--- src/rtl/hqm_rcfwl_pgcb_ctech_multisync_filter_pkg.sv ---
// PGCB multisync filter: shared limits and helpers.
// Imported by the channel and top-level modules.
package hqm_rcfwl_pgcb_sync_pkg;

    localparam int STAGES_MIN = 2;
    localparam int STAGES_MAX = 4;
    localparam int FILTER_MAX = 15;

    // Width of a counter that must hold 0..f-1; never narrower than 1.
    function automatic int cnt_width(input int f);
        return (f < 2) ? 1 : $clog2(f + 1);
    endfunction

endpackage

--- src/rtl/hqm_rcfwl_pgcb_ctech_multisync_filter_if.sv ---
// PGCB multisync filter: channel bundle between async
// sources (master side) and the synchroniser bank (slave side).
interface hqm_rcfwl_pgcb_ctech_multisync_filter_if #(
    parameter int WIDTH = 4
);
    logic [WIDTH-1:0] d;
    logic             hold;
    logic [WIDTH-1:0] chg_clr;
    logic [WIDTH-1:0] q;
    logic [WIDTH-1:0] rise;
    logic [WIDTH-1:0] fall;
    logic [WIDTH-1:0] chg_sts;

    modport master (
        output d, hold, chg_clr,
        input  q, rise, fall, chg_sts
    );

    modport slave (
        input  d, hold, chg_clr,
        output q, rise, fall, chg_sts
    );
endinterface

--- src/rtl/hqm_rcfwl_pgcb_ctech_multisync_filter_chan.sv ---
// PGCB multisync filter: one channel.
// Sync chain, glitch filter, edge pulses, sticky change bit.
module hqm_rcfwl_pgcb_sync_filter_chan
    import hqm_rcfwl_pgcb_sync_pkg::*;
#(
    parameter int   STAGES     = 2,
    parameter int   FILTER_CNT = 3,
    parameter logic RST_BIT    = 1'b0
) (
    input  logic clk,
    input  logic clr_b,
    input  logic d,
    input  logic hold,
    input  logic chg_clr,
    output logic q,
    output logic rise,
    output logic fall,
    output logic chg_sts
);

    // First flop stays separately named: it is the metastable one.
    logic              sync_meta;
    logic [STAGES-2:0] sync_pipe;
    logic              s;
    logic              q_r;
    logic              q_d;

    // Shift the raw input through the synchroniser chain.
    always_ff @(posedge clk) begin
        if (!clr_b) begin
            sync_meta <= RST_BIT;
            sync_pipe <= {(STAGES-1){RST_BIT}};
        end else begin
            sync_meta <= d;
            sync_pipe <= (STAGES-1)'({sync_pipe, sync_meta});
        end
    end

    assign s = sync_pipe[STAGES-2];

    if (FILTER_CNT == 0) begin : g_byp
        // No filtering: q follows the synced level unless held.
        always_ff @(posedge clk) begin
            if (!clr_b) begin
                q_r <= RST_BIT;
            end else if (!hold) begin
                q_r <= s;
            end
        end
    end else begin : g_flt
        localparam int CW = cnt_width(FILTER_CNT);
        localparam logic [CW-1:0] LAST = CW'(FILTER_CNT - 1);

        logic [CW-1:0] cnt;

        // Count consecutive differing samples; commit on the last one.
        always_ff @(posedge clk) begin
            if (!clr_b) begin
                cnt <= '0;
                q_r <= RST_BIT;
            end else if (!hold) begin
                if (s == q_r) begin
                    cnt <= '0;
                end else if (cnt == LAST) begin
                    q_r <= s;
                    cnt <= '0;
                end else begin
                    cnt <= cnt + CW'(1);
                end
            end
        end
    end

    // Delayed copy of q for edge detection; runs even during hold.
    always_ff @(posedge clk) begin
        if (!clr_b) begin
            q_d <= RST_BIT;
        end else begin
            q_d <= q_r;
        end
    end

    assign q    = q_r;
    assign rise = q_r & ~q_d;
    assign fall = ~q_r & q_d;

    // Sticky change flag; a new edge beats a same-cycle clear.
    always_ff @(posedge clk) begin
        if (!clr_b) begin
            chg_sts <= 1'b0;
        end else if (rise | fall) begin
            chg_sts <= 1'b1;
        end else if (chg_clr) begin
            chg_sts <= 1'b0;
        end
    end

endmodule

--- src/rtl/hqm_rcfwl_pgcb_ctech_multisync_filter.sv ---
// PGCB multisync filter: bank of independent single-bit
// synchroniser/filter channels with parameter range checks.
module hqm_rcfwl_pgcb_ctech_multisync_filter
    import hqm_rcfwl_pgcb_sync_pkg::*;
#(
    parameter int               WIDTH      = 4,
    parameter int               STAGES     = 2,
    parameter int               FILTER_CNT = 3,
    parameter logic [WIDTH-1:0] RST_VAL    = '0
) (
    input logic clk,
    input logic clr_b,
    hqm_rcfwl_pgcb_ctech_multisync_filter_if.slave bus
);

    if (WIDTH < 1 || WIDTH > 32) begin : g_bad_width
        $error("WIDTH must be 1..32");
    end

    if (STAGES < STAGES_MIN || STAGES > STAGES_MAX) begin : g_bad_stages
        $error("STAGES must be 2..4");
    end

    if (FILTER_CNT < 0 || FILTER_CNT > FILTER_MAX) begin : g_bad_filter
        $error("FILTER_CNT must be 0..15");
    end

    for (genvar i = 0; i < WIDTH; i++) begin : g_chan
        hqm_rcfwl_pgcb_sync_filter_chan #(
            .STAGES     (STAGES),
            .FILTER_CNT (FILTER_CNT),
            .RST_BIT    (RST_VAL[i])
        ) u_chan (
            .clk     (clk),
            .clr_b   (clr_b),
            .d       (bus.d[i]),
            .hold    (bus.hold),
            .chg_clr (bus.chg_clr[i]),
            .q       (bus.q[i]),
            .rise    (bus.rise[i]),
            .fall    (bus.fall[i]),
            .chg_sts (bus.chg_sts[i])
        );
    end

endmodule
--- src/flat_wrapper.sv ---
// flat-port wrapper written by rule: the top's interface ports become plain ports
module hqm_rcfwl_pgcb_ctech_multisync_filter_flat import hqm_rcfwl_pgcb_sync_pkg::*;
#(
    parameter int               WIDTH      = 4,
    parameter int               STAGES     = 2,
    parameter int               FILTER_CNT = 3,
    parameter logic [WIDTH-1:0] RST_VAL    = '0
)
  (clk, clr_b, bus_d, bus_hold, bus_chg_clr, bus_q, bus_rise, bus_fall, bus_chg_sts);
  hqm_rcfwl_pgcb_ctech_multisync_filter_if #(.WIDTH(WIDTH)) bus_i ();
  input logic clk;
  input logic clr_b;
  input wire logic [$bits(bus_i.d)-1:0] bus_d;
  input wire logic [$bits(bus_i.hold)-1:0] bus_hold;
  input wire logic [$bits(bus_i.chg_clr)-1:0] bus_chg_clr;
  output wire logic [$bits(bus_i.q)-1:0] bus_q;
  output wire logic [$bits(bus_i.rise)-1:0] bus_rise;
  output wire logic [$bits(bus_i.fall)-1:0] bus_fall;
  output wire logic [$bits(bus_i.chg_sts)-1:0] bus_chg_sts;
  assign bus_i.d = bus_d;
  assign bus_i.hold = bus_hold;
  assign bus_i.chg_clr = bus_chg_clr;
  assign bus_q = bus_i.q;
  assign bus_rise = bus_i.rise;
  assign bus_fall = bus_i.fall;
  assign bus_chg_sts = bus_i.chg_sts;
  hqm_rcfwl_pgcb_ctech_multisync_filter #(.WIDTH(WIDTH), .STAGES(STAGES), .FILTER_CNT(FILTER_CNT), .RST_VAL(RST_VAL)) u_core (.clk(clk), .clr_b(clr_b), .bus(bus_i));
endmodule
--- config.mk ---
export PLATFORM = sky130hd
export DESIGN_NAME = hqm_rcfwl_pgcb_ctech_multisync_filter_flat
export DESIGN_NICKNAME = d
export VERILOG_FILES = /design/src/rtl/hqm_rcfwl_pgcb_ctech_multisync_filter_pkg.sv /design/src/rtl/hqm_rcfwl_pgcb_ctech_multisync_filter_if.sv /design/src/rtl/hqm_rcfwl_pgcb_ctech_multisync_filter_chan.sv /design/src/rtl/hqm_rcfwl_pgcb_ctech_multisync_filter.sv /design/src/flat_wrapper.sv
export SDC_FILE = /design/constraint.sdc
export NUM_CORES = 1
export LEC_CHECK = 0
export CORE_UTILIZATION = 30
export CTS_CLUSTER_DIAMETER = 200
export DETAILED_ROUTE_END_ITERATION = 8
export GPL_TIMING_DRIVEN = 0
export PLACE_DENSITY = 0.55
export SYNTH_ARGS = -nofsm -noshare
export SYNTH_HDL_FRONTEND = slang
export SYNTH_SLANG_ARGS = --single-unit
--- constraint.sdc ---
create_clock -name clk -period 1.2 [get_ports clk]
set_input_delay 0.18 -clock clk [delete_from_list [all_inputs] [get_ports clk]]
set_output_delay 0.18 -clock clk [all_outputs]
set_load 0.05 [all_outputs]
Yosys cells after proc, flatten, opt, wreduce, memory -nomap -nowiden:

Index checks and enable logic that the tools add are counted.

* output and inout bits: 16
* logic and storage cells: 85
* register bits: 28

* bitwise operators: 25
* muxes and demuxes: 16
* eq/ne operators: 8
* $add $sub $neg: 4
* reduce and logical (&&, ||, !) cells: 8

Operators by type and width (number)
* 2-to-1 mux 2 bit: 8
* NOT 1 bit: 13
* AND reduction 3 bit: 4
* adder 2 x 1 -> 2 bit, second input constant: 4
* AND 1 bit: 8
* equality test 2 bit, second input constant: 4
* 2-to-1 mux 1 bit: 8
* nonzero test 2 bit: 4
* equality test 1 bit: 4
* OR 1 bit: 4

Depth between registers and ports, before layout:

* depth after elaboration: 4
* mapped depth: 4

By module:

From an unflattened synthesis, not the netlist that was laid out.

* cell total of the unflattened synthesis: 100
* area total of the unflattened synthesis: 1121.1 um^2

Modules (own cells, without submodules)
* hqm_rcfwl_pgcb_sync_filter_chan: times used 4, area each 280.3 um^2, cells each 25, seq. area each 140.1 um^2

Worst setup path after synthesis:

No wires, ideal clock.

* path type: reg2out
* start point: reg u_core.g_chan[2].u_chan.q_r
* end point: out bus_fall[2]
* stages on the path, launching flop included: 4
* data required time: 1.020 ns
* slack: 0.233 ns
* arrival time: 0.787 ns
* cells stage by stage: dfxtp_1 -> inv_1 -> ha_1 -> buf_4

* longest elaborated chain between the ends: 2

Ends and longest elaborated chain
* from (decl): line hqm_rcfwl_pgcb_ctech_multisync_filter_chan.sv:25 `logic q_r;`
* from (signal assigned): line hqm_rcfwl_pgcb_ctech_multisync_filter_chan.sv:65 `q_r <= s;`
* NOT 1 bit: line hqm_rcfwl_pgcb_ctech_multisync_filter_chan.sv:85 `assign fall = ~q_r & q_d;`
* AND 1 bit: line hqm_rcfwl_pgcb_ctech_multisync_filter_chan.sv:85
* to (decl): line flat_wrapper.sv:18 `output wire logic [$bits(bus_i.fall)-1:0] bus_fall;`

No other way between the ends.

Worst setup path after layout:

* start point: reg u_core.g_chan[1].u_chan.q_r
* end point: out bus_rise[1]

* longest elaborated chain between the ends: 1

Ends and longest elaborated chain
* from (decl): line hqm_rcfwl_pgcb_ctech_multisync_filter_chan.sv:25
* from (signal assigned): line hqm_rcfwl_pgcb_ctech_multisync_filter_chan.sv:65
* AND 1 bit: line hqm_rcfwl_pgcb_ctech_multisync_filter_chan.sv:84 `assign rise = q_r & ~q_d;`
* to (decl): line flat_wrapper.sv:17 `output wire logic [$bits(bus_i.rise)-1:0] bus_rise;`

No other way between the ends.

==> results.yml <==
run:
  drv_cap: 0
floorplan:
  ios: 27
  core_area_sq_um: 4058
  num_rows: 23
  die_height_um: 67.61
  fp.dieW_um: 67.61
  die_area_sq_um: 4570
  start_util: 0.3182
logic_synthesis:
  synth-seq-cells: 28
  synth-warning-count: 0
  yosysUniqueCellTypes: 22
  syn_inst: 125
  synth.yosys.seq_area_share: 0.4341
  number_of_synthesized_flops_with_an_enable_pin: 0
  synth_fp_nets: 144
  synth_area_per_cell_sq_um: 10.33
  synthArstFlopShare: 0
  synth.cell_area_sq_um: 1291
  dominantRegCellSynth: "dfxtp_1"
timing:
  final-max-slew-violation-count: 0
  setup_violations: 2
  final.setup.tns_ps: -46.41
  final.min_clock_period_ps: 1241
  worst_slew_pin_slew_ps: 268.2
  worst_slew_margin_rel: 0.8209
  rsz0062_at_grt: "yes"
  layout_worst_path_cycle_share: 1.035
  postLayoutSetupSlackWorst_ps: -41.41
  setup_skew_ps: 0.5922
  clock.fmax_mhz: 805.5
  hold_violations: 0
pwr:
  power-per-cell-area_nw_per_um2: 872.4
  cell_internal_pwr_mw: 1.223
  switching_share: 0.2130
  p_clk_frac: 0.322
  p_leak_nw: 0.7354
  sequentialPowerShare: 0.607
  peak_supply_drop_mv: 0.4955
  power.net_switching_mw: 0.3311
  finalPower_mw: 1.554
  combinational_group_share_of_total_power: 0.071
clocking:
  path_clk_slew_ps: 90
  worst_skew_pair.late_latency_ps: 270
  clock-root-buffer: "clkbuf_8"
  clock_tree.buffer_depth: 2
  postCtsHoldBufs: 0
  clock_tree_from_tritoncts: "built"
  htree_levels: 1
  clkSinkCount: 28
  cts_buf_count: 3
global_routing:
  antenna_found_initial: 0
  first_global_vias: 865
  global_route_wire_length_before_repair_mm: 3.933
  global_route.usage.met3: 0.01858
  pin_count_of_the_biggest_net_entering_global_routing: 15
  grt_use_met2: 0.2042
  global_route.usage.met1: 0.1348
  global_route.usage.total: 0.1182
  grt.overflow.total: 0
  most_crowded_layer_gr: "met2"
detailed_routing:
  routed-via-count: 893
  wl_per_cell_um: 11.66
  vias_per_cell: 4.421
  detail_route_antenna_nets: 0
  route.final.wire_length_mm: 2.355
  firstDrtPassIters: 4
  drt_first_iter_violations: 30
  drc: 0
place:
  dp.final_hpwl_mm: 1.589
  globalplace.congestion: 0.6588
  dp.cells: 201
  io_buffers: 26
status:
  status: "complete, but fails checks"
  failed_checks: "setup timing"
critical_path:
  critical_path_peak_fanout: 4
  criticalPathCategory: "reg -> out"
  critical_path.startpoint_type: "flop"
  timing.critical_path.max_delay_family: "flip-flops"
  crit_end_category: "primary output"
  critical_path_buf_inv_count: 2
  worst-r2r-setup-slack_ps: 170
  path_cells: "ha_2, buf_6, buf_8"
  regToRegStartpoint: "u_core.g_chan[2].u_chan.q"
  crit_path_max_incr_delay_ps: 360
  critical-path-slowest-cell: "dfxtp_4"
  cp.required_ps: 1020
  worstReg2RegEnd: "u_core.g_chan[2].u_chan.g_flt.cnt[0]"
  r2r.worst_path.cells: 3
  critPathArrivalTime_ps: 1060
cells_and_area:
  syn_to_final_growth_pct: 37.98
  layout_commonest_cell: "dfxtp_1"
  most-common-layout-cells: "dfxtp_1, buf_4, clkdlybuf4s50_1"
  net_count_of_the_finished_layout: 173
  finalNonFillerCells: 202
  n_antenna_cell: 0
  final_layout_size_suffix_gt1_frac: 0.4276
  fillerInstances: 374
worst_hold_path:
  class_of_the_tightest_hold_or_removal_check: "in -> reg"
  min_path_cells: 3
  holdCritStartpoint: "clr_b"
  worst_hold_path.endpoint: "u_core.g_chan[2].u_chan.g_flt.cnt[1]"
registers in the layout, summed over array words and instances (netlist names):
signal,count
u_core.g_chan.u_chan.g_flt.cnt,8
u_core.g_chan.u_chan.chg_sts,4
u_core.g_chan.u_chan.q,4
u_core.g_chan.u_chan.q_d,4
u_core.g_chan.u_chan.s,4
u_core.g_chan.u_chan.sync_meta,4
timing repair:
item	4_1_cts	5_1_grt
setup buffers	4	3
endpoints found under the setup margin	16	22
pin swaps	3	4
gates resized for setup	126	25
how the worst max path moves through the flow:
stage / startpoint / end / cells past startpoint
4_1_cts: u_core.g_chan[1].u_chan.q / bus_rise[1] / 3
6_report: u_core.g_chan[1].u_chan.q / bus_rise[1] / 3
3_3_place_gp: u_core.g_chan[1].u_chan.q / bus_fall[1] / 4
2_1_floorplan: u_core.g_chan[2].u_chan.q / bus_fall[2] / 3
5_1_grt: u_core.g_chan[1].u_chan.q_d / bus_rise[1] / 4
3_5_place_dp: u_core.g_chan[3].u_chan.q / bus_fall[3] / 4
per-stage QoR:
stage,worst slack (ps),util,instance area (sq um),hold slack [ps]
finish,-41.41,0.4391,1782,347.4
global route,-83.74,0.4391,1782,352.3
CTS,-87.05,0.4184,1698,443.0
detailed placement,-460.3,0.3978,1614,418.1
global placement,-449.2,0.3978,1614,417.4
floorplan,232.7,-,1291,307.3
tightest hold or removal path: cells and delay by family:
family | cells | cell delay (ps)
simple gates | 1 | 140
buf+inv | 1 | 200
compound gates | 1 | 70
cells in the mapped netlist, drive strengths merged, types with 4 or more instances:
cell / number / area, sq um
buf: 20 / 158.9
dfxtp: 28 / 560.5
ha: 8 / 100.1
mux2i: 4 / 40.04
o41ai: 4 / 50.05
nand3: 4 / 20.02
nor3b: 4 / 30.03
a21boi: 4 / 30.03
inv: 14 / 52.55
nand2b: 6 / 37.54
nand2: 8 / 30.03
a32o: 4 / 40.04
and2: 8 / 50.05
area by class of cell:
class,count,area (sq um),share of cell area
multi-input cells,62,605.6,0.3399
flip-flops and latches,28,580.6,0.3258
repair buffers,31,316.6,0.1777
plain buffers,14,117.6,0.06601
well taps,50,62.56,0.03511
inverters,14,57.56,0.03230
clock buffers,3,41.29,0.02317
cell families (layout without fill, tap and decap cells):
family                   count (synthesis)  in the layout  share of synthesized area
AO/OA/AOI/OAI                           12             12                    0.09303
adder cells (fa/ha/maj)                  8              8                    0.07752
multiplexers                             4              4                    0.03101
XOR/XNOR                                 4              4                    0.02714
flip-flops                              28             28                     0.4341
buffers and inverters                   35             62                     0.1667
AND/OR/NAND/NOR                         34             34                     0.1705
power by group through the flow:
| stage | registers, mW | logic [mW] | clock network, mW |
|---|---|---|---|
| 5_1_grt | 0.946 | 0.120 | 0.566 |
| 3_3_place_gp | 0.974 | 0.106 | 0 |
| 6_report | 0.944 | 0.110 | 0.501 |
| 4_1_cts | 0.944 | 0.110 | 0.529 |
| 3_5_place_dp | 0.975 | 0.109 | 0 |
| 2_1_floorplan | 0.973 | 0.0593 | 0 |
layer usage:
layer,wire [um],share of wire,vias to the layer above
met5,0,0,-
li1,-,-,447
met4,56,0.024,0
met1,1061,0.45,427
met2,1163,0.49,14
met3,74,0.031,5
Power figures use the tool's default switching activity.
==> variant: new RTL, config.mk and constraints unchanged <==
`WIDTH` is set to 4 in 3 places; all go to 6.
--- a/src/rtl/hqm_rcfwl_pgcb_ctech_multisync_filter_if.sv
+++ b/src/rtl/hqm_rcfwl_pgcb_ctech_multisync_filter_if.sv
@@ -2,5 +2,5 @@
 // sources (master side) and the synchroniser bank (slave side).
 interface hqm_rcfwl_pgcb_ctech_multisync_filter_if #(
-    parameter int WIDTH = 4
+    parameter int WIDTH = 6
 );
     logic [WIDTH-1:0] d;
--- a/src/rtl/hqm_rcfwl_pgcb_ctech_multisync_filter.sv
+++ b/src/rtl/hqm_rcfwl_pgcb_ctech_multisync_filter.sv
@@ -4,5 +4,5 @@
     import hqm_rcfwl_pgcb_sync_pkg::*;
 #(
-    parameter int               WIDTH      = 4,
+    parameter int               WIDTH      = 6,
     parameter int               STAGES     = 2,
     parameter int               FILTER_CNT = 3,
--- a/src/flat_wrapper.sv
+++ b/src/flat_wrapper.sv
@@ -2,5 +2,5 @@
 module hqm_rcfwl_pgcb_ctech_multisync_filter_flat import hqm_rcfwl_pgcb_sync_pkg::*;
 #(
-    parameter int               WIDTH      = 4,
+    parameter int               WIDTH      = 6,
     parameter int               STAGES     = 2,
     parameter int               FILTER_CNT = 3,
Interface: changed (6 resized); port bits go from 27 to 39. The function was not compared with the original's and may differ.
==> variant against the original RTL <==
The run still ends with negative setup slack left; routed wire length increased by 42%; worst setup slack worse by 0.023 ns; synthesized area rose by 47%; clock skew grew 0.0033 ns; die area up 45%; critical path depth unchanged; sequential cell count increased by 14; sequential power rose by 50%; critical endpoint unchanged; hold slack got worse by 0.061 ns; power is 55% higher; cell count grew 53%; final area is 48% higher.
==> variant: results (changes against the original RTL) <==
P_leak - 1.083 nW (+47%)
Met2 usage - 17.75% (-2.7 points)
Port Buffers - 38 (+46%)
Total track usage - 11.34% (-0.48 points)
Setup_tns - -0.06829 ns (-0.02188 ns)
Synth Area in Compound Gates - 8.201% (-1.1 points)
Final setup viols - 3 (+1)
Clock Skews - 0.003863 ns (+0.003270 ns)
Detailed Place HPWL - 2.222 mm (+40%)
Sw Share - 21.76% (+0.46 points)
H-Tree Depth - 2 (+1)
Critical path arrival - 1.08 ns (+0.02 ns)
Max FFs per register - 12 (+4)
Place WS - -0.4589 ns (+0.001343 ns)
Comb power frac - 6.2% (-0.9 points)
Failing checks - negative setup slack
Synth area leaders - dfxtp_1 (44%), buf_4 (10%), ha_1 (7.9%), inv_1 (4.4%), and2_1 (4.0%)
Number of buffers created by CTS - 5 (+2)
Setup ws final - -0.06470 ns (-0.02328 ns)
Fill cells - 593 (+59%)
Post-Synth Adder-Cell Area - 7.937% (+0.18 points)
Post-Synth XOR/XNOR Area - 2.778% (+0.065 points)
Outcome - finished, violations left
First-pass GRT wire length - 5.595 mm (+42%)
Register area share after synthesis - 44.44% (+1.0 points)
Share of layout cells above drive strength 1 - 41.45% (-1.3 points)
[variant: cell families (layout without fill, tap and decap cells)]
group / after synthesis / after routing
buf+inv: 54 / 98
simple gates: 52 / 52
flops: 42 / 42
compound gates: 18 / 18
fa+ha+maj: 12 / 12
xor+xnor: 6 / 6
mux: 6 / 6
[variant: critical path, cell delays in order (launching register included)]
cell and delay (ns):
dfxtp_4 0.36, ha_2 0.17, buf_4 0.13, buf_8 0.14
[variant: final timing paths]
check,end,slack [ns],depth (start not counted)
worst max-delay path,bus_rise[1],-0.06,3
worst min-delay path,u_core.g_chan[3].u_chan.g_flt.cnt[0],0.29,3
worst max register to register,u_core.g_chan[0].u_chan.g_flt.cnt[0],0.14,3
worst min register to register,u_core.g_chan[5].u_chan.s,0.44,1
[variant: final cells by class]
cell class	instances	area, um^2	area share (%)
timing repair buffer	48	490.5	18.59
inverter	22	90.09	3.414
tap	75	93.84	3.556
clock buffer	7	76.32	2.892
sequential	42	870.8	33.00
multi-input combinational	94	858.3	32.53
buffer	21	158.9	6.022
[variant: metrics by stage]
step	utilization, %	cell area [um^2]	cells
3_3_place_gp	39.49	2366	303
4_1_cts	42.44	2542	310
2_1_floorplan	-	1892	190
6_report	44.05	2639	309
3_5_place_dp	39.49	2366	303
5_1_grt	44.05	2639	309
[variant: what timing repair did]
item                                    4_1_cts  5_1_grt
pin swaps                                     5        4
hold buffers                                  0        0
endpoints found under the setup margin       34       20
buffers inserted                              8        2
gates resized for setup                     197       29
[variant: layer usage]
metal	routed length, um	part of all wire (%)
met5	0	0
met4	66	2.0
met3	158	4.7
met2	1610	48
met1	1518	45
